<file path="src/rtl/lsu_pkg.sv">
// Shared types and constants for the load/store unit.
package lsu_pkg;

  typedef enum logic [1:0] {
    ST_IDLE,
    ST_ACCESS,
    ST_RESP,
    ST_FAULT
  } lsu_state_e;

  typedef enum logic [1:0] {
    CAUSE_NONE    = 2'b00,
    CAUSE_ALIGN   = 2'b01,
    CAUSE_BUS     = 2'b10,
    CAUSE_TIMEOUT = 2'b11
  } lsu_cause_e;

  // RV32I funct3 width/sign codes
  localparam logic [2:0] F3_LB  = 3'b000;
  localparam logic [2:0] F3_LH  = 3'b001;
  localparam logic [2:0] F3_LW  = 3'b010;
  localparam logic [2:0] F3_LBU = 3'b100;
  localparam logic [2:0] F3_LHU = 3'b101;
  localparam logic [2:0] F3_SB  = 3'b000;
  localparam logic [2:0] F3_SH  = 3'b001;
  localparam logic [2:0] F3_SW  = 3'b010;

endpackage

</file>
<file path="src/rtl/lsu_lane_align.sv">
// Byte-lane steering: enables, write replication, read extraction and
// the legality/alignment check for one access.
module lsu_lane_align
  import lsu_pkg::*;
(
  input  logic [2:0]  funct3,
  input  logic [1:0]  addr_lo,
  input  logic        is_store,
  input  logic [31:0] store_data,
  input  logic [31:0] mem_rdata,
  output logic [3:0]  be,
  output logic [31:0] wdata,
  output logic [31:0] rdata,
  output logic        bad
);

  logic        legal;
  logic        misaligned;
  logic [31:0] shifted;

  // Decode width from funct3[1:0] and steer data into/out of the lanes.
  always_comb begin
    if (is_store) begin
      legal = (funct3 == F3_SB) || (funct3 == F3_SH) || (funct3 == F3_SW);
    end else begin
      legal = (funct3 == F3_LB) || (funct3 == F3_LH) || (funct3 == F3_LW) ||
              (funct3 == F3_LBU) || (funct3 == F3_LHU);
    end

    shifted = mem_rdata >> {addr_lo, 3'b000};

    case (funct3[1:0])
      2'b00: begin
        misaligned = 1'b0;
        be         = 4'b0001 << addr_lo;
        wdata      = {4{store_data[7:0]}};
        rdata      = {24'h0, shifted[7:0]};
      end
      2'b01: begin
        misaligned = addr_lo[0];
        be         = addr_lo[1] ? 4'b1100 : 4'b0011;
        wdata      = {2{store_data[15:0]}};
        rdata      = {16'h0, shifted[15:0]};
      end
      2'b10: begin
        misaligned = (addr_lo != 2'b00);
        be         = 4'b1111;
        wdata      = store_data;
        rdata      = shifted;
      end
      default: begin
        misaligned = 1'b0;
        be         = '0;
        wdata      = '0;
        rdata      = '0;
      end
    endcase

    bad = !legal || misaligned;
  end

endmodule

</file>
<file path="src/rtl/load_store_unit.sv">
// Single-outstanding load/store unit between the execute stage and a
// simple req/ack memory port, with alignment checks and a wait timeout.
module load_store_unit
  import lsu_pkg::*;
#(
  parameter int unsigned TIMEOUT_CYCLES = 255
) (
  input  logic        clk,
  input  logic        rst,
  input  logic        start,
  input  logic        is_load,
  input  logic        is_store,
  input  logic [2:0]  funct3,
  input  logic [31:0] addr,
  input  logic [31:0] store_data,
  output logic        busy,
  output logic        done,
  output logic [31:0] load_data,
  output logic        fault,
  output logic [1:0]  fault_cause,
  output logic        mem_req,
  output logic        mem_we,
  output logic [31:0] mem_addr,
  output logic [3:0]  mem_be,
  output logic [31:0] mem_wdata,
  input  logic        mem_ack,
  input  logic [31:0] mem_rdata,
  input  logic        mem_err
);

  localparam int unsigned CW = $clog2(TIMEOUT_CYCLES + 1);

  lsu_state_e  state_q, state_d;
  lsu_cause_e  cause_q;
  logic [31:0] addr_q, data_q, load_q;
  logic [2:0]  f3_q;
  logic        we_q;
  logic [CW-1:0] wait_q;

  logic        in_idle, accept, timeout_hit;
  logic [2:0]  al_f3;
  logic [1:0]  al_lo;
  logic        al_st;
  logic [31:0] al_data;
  logic [3:0]  al_be;
  logic [31:0] al_wdata, al_rdata;
  logic        al_bad;

  assign in_idle     = (state_q == ST_IDLE);
  assign accept      = in_idle && start && (is_load ^ is_store);
  assign timeout_hit = (wait_q == CW'(TIMEOUT_CYCLES - 1));

  // The aligner checks the live request while idle and steers the
  // latched request once it is in flight, so one instance serves both.
  assign al_f3   = in_idle ? funct3     : f3_q;
  assign al_lo   = in_idle ? addr[1:0]  : addr_q[1:0];
  assign al_st   = in_idle ? is_store   : we_q;
  assign al_data = in_idle ? store_data : data_q;

  lsu_lane_align u_align (
    .funct3     (al_f3),
    .addr_lo    (al_lo),
    .is_store   (al_st),
    .store_data (al_data),
    .mem_rdata  (mem_rdata),
    .be         (al_be),
    .wdata      (al_wdata),
    .rdata      (al_rdata),
    .bad        (al_bad)
  );

  // State register.
  always_ff @(posedge clk) begin
    if (rst) state_q <= ST_IDLE;
    else     state_q <= state_d;
  end

  // Next-state logic.
  always_comb begin
    state_d = state_q;
    case (state_q)
      ST_IDLE: begin
        if (accept) state_d = al_bad ? ST_FAULT : ST_ACCESS;
      end
      ST_ACCESS: begin
        if (mem_ack)          state_d = mem_err ? ST_FAULT : ST_RESP;
        else if (timeout_hit) state_d = ST_FAULT;
      end
      ST_RESP:  state_d = ST_IDLE;
      ST_FAULT: state_d = ST_IDLE;
      default:  state_d = ST_IDLE;
    endcase
  end

  // Request latch, wait counter, fault cause and load-data capture.
  always_ff @(posedge clk) begin
    if (rst) begin
      addr_q  <= '0;
      data_q  <= '0;
      f3_q    <= '0;
      we_q    <= 1'b0;
      wait_q  <= '0;
      cause_q <= CAUSE_NONE;
      load_q  <= '0;
    end else if (accept) begin
      addr_q  <= addr;
      data_q  <= store_data;
      f3_q    <= funct3;
      we_q    <= is_store;
      wait_q  <= '0;
      cause_q <= al_bad ? CAUSE_ALIGN : CAUSE_NONE;
    end else if (state_q == ST_ACCESS) begin
      if (mem_ack) begin
        if (mem_err)    cause_q <= CAUSE_BUS;
        else if (!we_q) load_q  <= al_rdata;
      end else begin
        if (timeout_hit) cause_q <= CAUSE_TIMEOUT;
        wait_q <= wait_q + 1'b1;
      end
    end
  end

  // Moore outputs; bus fields are driven only while a request is on the port.
  always_comb begin
    busy        = (state_q != ST_IDLE);
    done        = (state_q == ST_RESP) || (state_q == ST_FAULT);
    fault       = (state_q == ST_FAULT);
    fault_cause = (state_q == ST_FAULT) ? cause_q : CAUSE_NONE;
    load_data   = load_q;
    mem_req     = (state_q == ST_ACCESS);
    mem_we      = '0;
    mem_addr    = '0;
    mem_be      = '0;
    mem_wdata   = '0;
    if (state_q == ST_ACCESS) begin
      mem_we    = we_q;
      mem_addr  = {addr_q[31:2], 2'b00};
      mem_be    = al_be;
      mem_wdata = al_wdata;
    end
  end

endmodule

</file>
<file path="config.mk">
export PLATFORM = sky130hd
export DESIGN_NAME = load_store_unit
export DESIGN_NICKNAME = d
export VERILOG_FILES = /design/src/rtl/lsu_pkg.sv /design/src/rtl/lsu_lane_align.sv /design/src/rtl/load_store_unit.sv
export SDC_FILE = /design/constraint.sdc
export NUM_CORES = 1
export LEC_CHECK = 0
export CAP_MARGIN = 20
export CORE_UTILIZATION = 49
export CTS_CLUSTER_SIZE = 14
export DETAILED_ROUTE_END_ITERATION = 8
export MAX_ROUTING_LAYER = met4
export PLACE_DENSITY = 0.95
export SLEW_MARGIN = 10
export SYNTH_ARGS = -nofsm -noshare
export SYNTH_HDL_FRONTEND = slang
export SYNTH_SLANG_ARGS = --single-unit
</file>
<file path="constraint.sdc">
create_clock -name clk -period 8.45 [get_ports clk]
set_input_delay 1.69 -clock clk [delete_from_list [all_inputs] [get_ports clk]]
set_output_delay 1.69 -clock clk [all_outputs]
set_load 0.005 [all_outputs]
</file>
---- Word-level counts from Yosys, hierarchy flattened ----
Cells that the tools add are included.
cells by class
  shifts and indexed selects .............. 2
  bitwise logic cells ..................... 5
  mux-type cells .......................... 26
  reductions and logical operators ........ 22
  eq/ne operators ......................... 13
  $add $sub $neg .......................... 1
operators by type and width
  cell                   count
  $pmux W32 S3           2
  $mux W32               3
  $shr A32 B5 Y32        1
  $mux W2                10
  $pmux W4 S3            1
  $add A8 B1 Y8 const B  1
  $eq A8 B8 Y1 const B   1
  $mux W4                2
  $eq A2 B2 Y1 const B   3
  $eq A3 B3 Y1 const B   2
  $logic_or A1 B1 Y1     6
  $ne A3 B1 Y1 const B   2
  $pmux W2 S3            1
  $reduce_bool A2 Y1     3
  $mux W1                5
  $reduce_and A5 Y1      1
  $eq A2 B1 Y1 const B   2
  $logic_not A2 Y1       2
  $not A1 Y1             4
  $reduce_and A2 Y1      2
  $reduce_or A2 Y1       2
  $shl A1 B2 Y4 const A  1
  $eq A3 B1 Y1 const B   1
  $eq A3 B2 Y1 const B   1
  9 further kinds        10
storage, ports and cells
  output and inout bits ................... 107
  word-level logic and storage cells ...... 77
  flip-flop bits (word level) ............. 112
  input bits .............................. 106

---- Logic depth before layout (Yosys ltp) ----
Gate-level depths: netlist of run 1.
  depth after elaboration ................. 13
  gate-level depth with buffers ........... 13
  depth with buffers taken out ............ 8

---- Modules after synthesis ----
A second synthesis of run 1 with hierarchy kept.
second synthesis, totals
  cells, all modules ...................... 803
  area total of the unflattened synthesis .. 6099.6 sq um
by module, submodules not included
  module           seq. area each (sq um)  cells an instance  times used  area each (sq um)
  load_store_unit  2242.2                  628                1           4968.5
  lsu_lane_align   0.0                     175                1           1131.1

---- Worst setup path before layout of run 1 ----
No wires, ideal clock.
  path kind ............................... input to output
  from .................................... input port funct3[1]
  to ...................................... output port mem_wdata[0]
  stages on the path ...................... 6
  path buffers ............................ 1
  slack ................................... 3.645 ns
  data arrival time ....................... 3.115 ns
  data required time ...................... 6.760 ns
  cells stage by stage .................... mux2_2 > ha_1 > clkbuf_1 > nor3_1 > nand2b_1 > nor2b_1
on the way
  cells in the longest elaborated chain, start to end .. 4
  elaborated cells between the ends (all ways) .. 6
  classes of those cells .................. 2 x eq/ne; 3 x mux; 1 x reduce/logical
ends and longest elaborated chain
  element                                     line                    source
  start: declaration                          load_store_unit.sv:13   input logic [2:0] funct3,
  $mux W3 *                                   load_store_unit.sv:55   assign al_f3 = in_idle ? funct3 : f3_q;
  $eq A2 B2 Y1, or another cell as far along  lsu_lane_align.sv:32    case (funct3[1:0])
  $pmux W32 S3 *                              lsu_lane_align.sv:32
  $mux W32 *                                  load_store_unit.sv:135  if (state_q == ST_ACCESS) begin
  end: declaration                            load_store_unit.sv:25   output logic [31:0] mem_wdata,
Every way passes the cells marked *; elsewhere a longest branch is shown, timed or not.

---- Final worst setup path of run 1 ----
  from .................................... input port funct3[0]
  to ...................................... output port mem_wdata[3]
Same word-level chain as after synthesis.

==> results of run 1 <==
-- flip-flops by register name, indices dropped and copies added (netlist names) --
name	flops
cause_q	2
load_data	32
we_q	1
state_q	2
data_q	32
addr_q	32
f3_q	3
wait_q	8
-- area by class of cell --
type | instances | area, um^2
multi-input cells | 562 | 3383
fillers | 860 | 3321
flip-flops and latches | 112 | 2242
repair buffers | 219 | 2178
clock buffers | 11 | 252.7
well taps | 143 | 178.9
inverters | 18 | 67.56
clock inverters | 5 | 38.79
-- synth_stat cells (3+ instances only) --
cell type,number
nand2_1,163
a21oi_1,113
dfxtp_1,112
clkbuf_1,49
and2_1,37
mux2_2,34
nor2_1,32
o21ai_0,25
and3_1,19
inv_1,18
a22oi_1,16
buf_2,12
nand3_1,12
a21boi_0,9
a311oi_1,9
nor2b_1,9
o211ai_1,9
a22o_1,8
mux4_2,8
a32oi_1,7
ha_1,6
xor2_1,6
buf_1,4
a31oi_1,3
buf_6,3
nand2b_1,3
nand4_1,3
or3b_1,3
-- critical path, stage by stage --
cell and delay, ps:
clkdlybuf4s50_1 410, mux2_2 310, inv_1 90, ha_1 840, nor3_1 270, nand2b_1 370
nor2b_1 200, clkdlybuf4s50_1 520
-- metrics by stage --
step / util [%] / hold WS (ps) / instance area, um^2 / cells / total power, mW
finish: 71.53 / 450.3 / 8342 / 1070 / 1.369
global route: 71.53 / 468.8 / 8342 / 1070 / 1.429
CTS: 71.24 / 452.5 / 8308 / 1067 / 1.365
detailed placement: 68.74 / 443.2 / 8016 / 1051 / 0.9516
global placement: 68.74 / 436.9 / 8016 / 1051 / 0.9435
floorplan: - / 431.7 / 5978 / 762 / 0.8158
-- cells by family after synthesis --
group	Yosys count
XOR/XNOR	8
other	1
multiplexers	42
adder cells (fa/ha/maj)	6
buffers and inverters	88
AO/OA/AOI/OAI	210
flip-flops	112
AND/OR/NAND/NOR	294
-- where the power goes --
part / switching, mW / internal, mW
combinational: 0.203 / 0.177
clock: 0.197 / 0.219
sequential: 0.0192 / 0.554
total: 0.419 / 0.950
-- routing by layer --
layer	up-vias	routed length [um]	share of wire, %	GRT usage (%)
met3	64	1415	7.6	4.320
met4	0	824	4.5	15.29
met1	2870	7440	40	36.96
li1	2944	-	-	-
met5	-	0	0	-
met2	351	8823	48	47.20
-- final timing paths --
| check | start | to | slack [ps] | depth (start not counted) |
|---|---|---|---|---|
| worst max-delay path | funct3[0] | mem_wdata[3] | 2060 | 8 |
| worst min-delay path | addr_q[9] | addr_q[9] | 450 | 2 |
| worst max register to register | state_q[1] | load_data[9] | 4890 | 8 |
| worst min register to register | addr_q[9] | addr_q[9] | 450 | 2 |
==> impl_results.md, run 1 <==
- Initial Util: 51.23%
- Max VDD drop: between 100 and 150 uV
- Largest family of logic cells by synthesized area: simple AND/OR/NAND/NOR gates
- Io pins: 213
- Yosys top cell by area: dfxtp_1
- Commonest non-fill, non-tap cell in the layout: clkdlybuf4s50_1
- Synth top area share: a little under two fifths
- Critical path endpoint category: output pin
- Post-DP HPWL: between 10000 and 15000 um
- Min-delay worst type: flop to flop
- DRC errors left: 0
- Pwr dens: about 160 nW/um^2
- Number of library cell types mapped by synthesis: 50
- Root Driver: clkbuf_16
- Die height: approximately 110 um
- Number of synthesized flops with an enable pin: 0
- Largest net degree at the start of global routing: 99
- Worst Path Class, Setup: input port to output pin
- Final setup viols: 0
- Most used DFF post-synth: dfxtp_1
- Status: completed
- #FFs+latches synth: approximately 110
- Vias per Instance: just under 6
- Final hold vios: 0
- Max Slew Vio Count: 0
- Total Routing Usage GR: between 20 and 30%
- Largest fanout on the critical path: 29
- Synthesized area: ~6000 um^2
- Nets: ~1000
- Final worst path period need: 6394 ps
- Antenna viol nets, final: 0
- Synth top area cells: dfxtp_1, nand2_1, a21oi_1, mux2_2, and2_1
- Dpl ws: around 2100 ps
- Hold buffers post-CTS: 0
- CTS tree: built
- Htree depth: 3
- Fmax: between 150 and 200 MHz
- Synthesized-area fraction occupied by and/or/nand/nor cells: between 20% and 30%
- CP required: roughly 6800 ps
- Final Cycle Share: about 76%
- Mux cell area share after synthesis: under 10%
- Clk_lat worst skew: between 300 and 400 ps
- DRT iter0 DRCs: 961
- Diode count: 0
- Die ar.: about 13000 um^2
- CTS Sinks: approximately 110
- Adder-Cell Fraction of Synth Area: 1.257%
- Final setup margin: about 2100 ps
- Slew @ Worst Pin: between 1000 and 1500 ps
- Max cap viols: 0
- Startpoint types: input port
- Initial antenna violation count: 0
- Chip Width: between 100 and 150 um
- Area Growth Syn to Fin: 39.62%
- Drt pass-1 iters: 6
- IO buf count: 210
- CP arrival: 4700 ps
- Final wirelength: 18500 um
- Total negative slack: 0 ps
- Gpl congestion: ~0.91
- Resized Gates After CTS: 0
- Vias in the first global route: just under 6000
- First-pass GRT wire length: roughly 30000 um
- Clk_skew: 5.831 ps
- RSZ-0062 raised after global routing: false
- Synth Area in Compound Gates: approximately a fifth
- TritonCTS Buffers: 9
- Syn_area_per_cell: ~7.9 um^2
- Synth Area in XOR/XNOR: ~1.2%
- Area of the core: ~12000 um^2
- Post-CTS Setup Bufs: 0
- Pleak: 3.008 nW
- Slew Limit Headroom: approximately 29%
- CTS max path bufs: 2
- Asr flop ratio synth: 0%
- Synth Warn #: 0
- Post-Syn Instances: approximately 760
- Total grt overflow: 0
- Share of cells above drive strength 1: 8.198%
- Commonest cells after routing, fill and taps aside: clkdlybuf4s50_1, nand2_1, a21oi_1
- Row cnt: 39
- Register area share after synthesis: ~38%
- Reg clk slew, reported paths: ~80 ps
- Via count: 6229
- WL per Instance: about 17 um
(Power assumes the default switching activity.)
==> run 2, diff against run 1 <==
Settings changed: CORE_UTILIZATION 49 to 46, PLACE_DENSITY 0.95 to 0.91.
Clock period 8.45 ns to 6.7 ns, I/O delays scaled along.
==> impl_results.md, run 2 (synthesis results as in run 1) <==
- Status: completed
- Max VDD drop: about 140 uV
- CP top delay family: simple AND/OR/NAND/NOR gates
- Fillers: approximately 1100
- Pwr dens: 203.0 nW/um^2
- CP required: roughly 5400 ps
- Largest net degree at the start of global routing: 99
- Flip-flop and latch area: ~2200 um^2
- Final Instance Area: ~8400 um^2
- Worst Path Class, Setup: input port to output pin
- CP peak stage delay: around 790 ps
- TritonCTS Buffers: 9
- Final setup viols: 0
- CP arrival: 4120 ps
- Diode count: 0
- DRT iter0 DRCs: between 700 and 800
- Final hold vios: 0
- CP dominant cell by count: clkdlybuf4s50_1
- Non-filler cells, final: about 1100
- Final worst path period need: around 5500 ps
- IO buf count: 210
- Dpl cells: approximately 1100
- First-pass GRT wire length: roughly 28000 um
- Startpoint types: input port
- CP bufs+invs: 2
- Max cap viols: 0
- Total negative slack: 0 ps
- Vias in the first global route: approximately 5500
- Max Slew Vio Count: 0
- Reg clk slew, reported paths: roughly 70 ps
- Chip Width: between 100 and 150 um
- Hold buffers post-CTS: 0
- Initial antenna violation count: 0
- R2R Setup Slk: about 3200 ps
- Via count: a little over 6000
- DRC errors left: 0
- Cells along the critical path: clkdlybuf4s50_1 -> or3b_1 -> and2_1 -> o21ai_0 -> a21oi_1 -> clkdlybuf4s50_1
- Antenna viol nets, final: 0
- Die height: between 100 and 150 um
- Area of the core: between 10000 and 15000 um^2
- Io pins: ~210
- Initial Util: between 40% and 50%
- Total grt overflow: 0
- Critical path endpoint category: output pin
- Final setup margin: approximately 1200 ps
- Largest fanout on the critical path: 24
- Post-CTS Setup Bufs: 0
- Total Routing Usage GR: about 28%
- Crit path depth: 6
- Critical R2R Launch: state_q[1]
- Drt pass-1 iters: 5
- WL per Instance: roughly 17 um
- Hold depth: 2
- Row cnt: between 40 and 50
- Area of the multi-input gates: ~3400 um^2
- Dpl ws: approximately 1300 ps
- Fmax: around 180 MHz
- Vias per Instance: about 5.6
- Post-DP HPWL: about 13000 um
- Commonest non-fill, non-tap cell in the layout: clkdlybuf4s50_1
- Commonest cells after routing, fill and taps aside: clkdlybuf4s50_1, nand2_1, a21oi_1
- Area Growth Syn to Fin: 39.90%
- Root Driver: clkbuf_16
- Final wirelength: about 18000 um
- Share of cells above drive strength 1: 8.091%
- Gpl congestion: about 0.93
- CTS tree: built
- Pleak: 3.000 nW
- Worst-case reg-to-reg path depth: 10
- Dpl cell area: 8068 um^2
- Min-delay src: load_data[21]
- Hold slack: 451.0 ps
- Slew Limit Headroom: 25.67%
- Clk_lat worst skew: 340 ps
- Min-delay worst type: flop to flop
- Die ar.: approximately 13000 um^2
- Clk_skew: 4.844 ps
- Crit. Startpoint: addr[1]
- CTS Sinks: between 100 and 150
- Nets: ~1000
- Final Cycle Share: between 80% and 90%
- Htree depth: 3
- Resized Gates After CTS: 0
- CTS max path bufs: 2
- RSZ-0062 raised after global routing: false
- Crit-path slowest cell: and2_1
- Slew @ Worst Pin: around 1100 ps
-- run 2: tightest hold or removal path, stage by stage (launching register included) --
cell and delay (ps):
dfxtp_1 310, nand2_1 50, a21oi_1 50
-- run 2: final timing paths --
| path | endpoint |
|---|---|
| min | load_data[21] |
| max reg2reg | load_data[13] |
| min reg2reg | load_data[21] |
| max | mem_be[1] |
-- run 2: layout make-up --
cell class,count,area share (%)
Sequential cell,112,26.83
Clock buffer,10,2.740
Multi-Input combinational cell,562,40.48
Clock inverter,5,0.4192
Timing Repair Buffer,220,26.15
Inverter,18,0.8084
Tap cell,172,2.575
-- run 2: layer usage --
layer | up-vias | part of all wire, % | GRT usage (%)
met5 | - | 0 | -
met4 | 0 | 5.1 | 15.38
met3 | 71 | 7.2 | 4.184
met2 | 307 | 48 | 42.50
met1 | 2850 | 40 | 34.59
li1 | 2948 | - | -
-- run 2: stage by stage --
step	total power, mW	utilization, %
after global routing	1.777	66.23
final	1.697	66.23
after detailed placement	1.205	63.93
after global placement	1.196	63.93
after CTS	1.695	66.02
after floorplan	1.029	-
-- run 2: power breakdown --
group	internal, mW	leakage, nW	switching [mW]
clock	0.251	0.128	0.245
combinational	0.225	1.96	0.255
sequential	0.698	0.910	0.0229
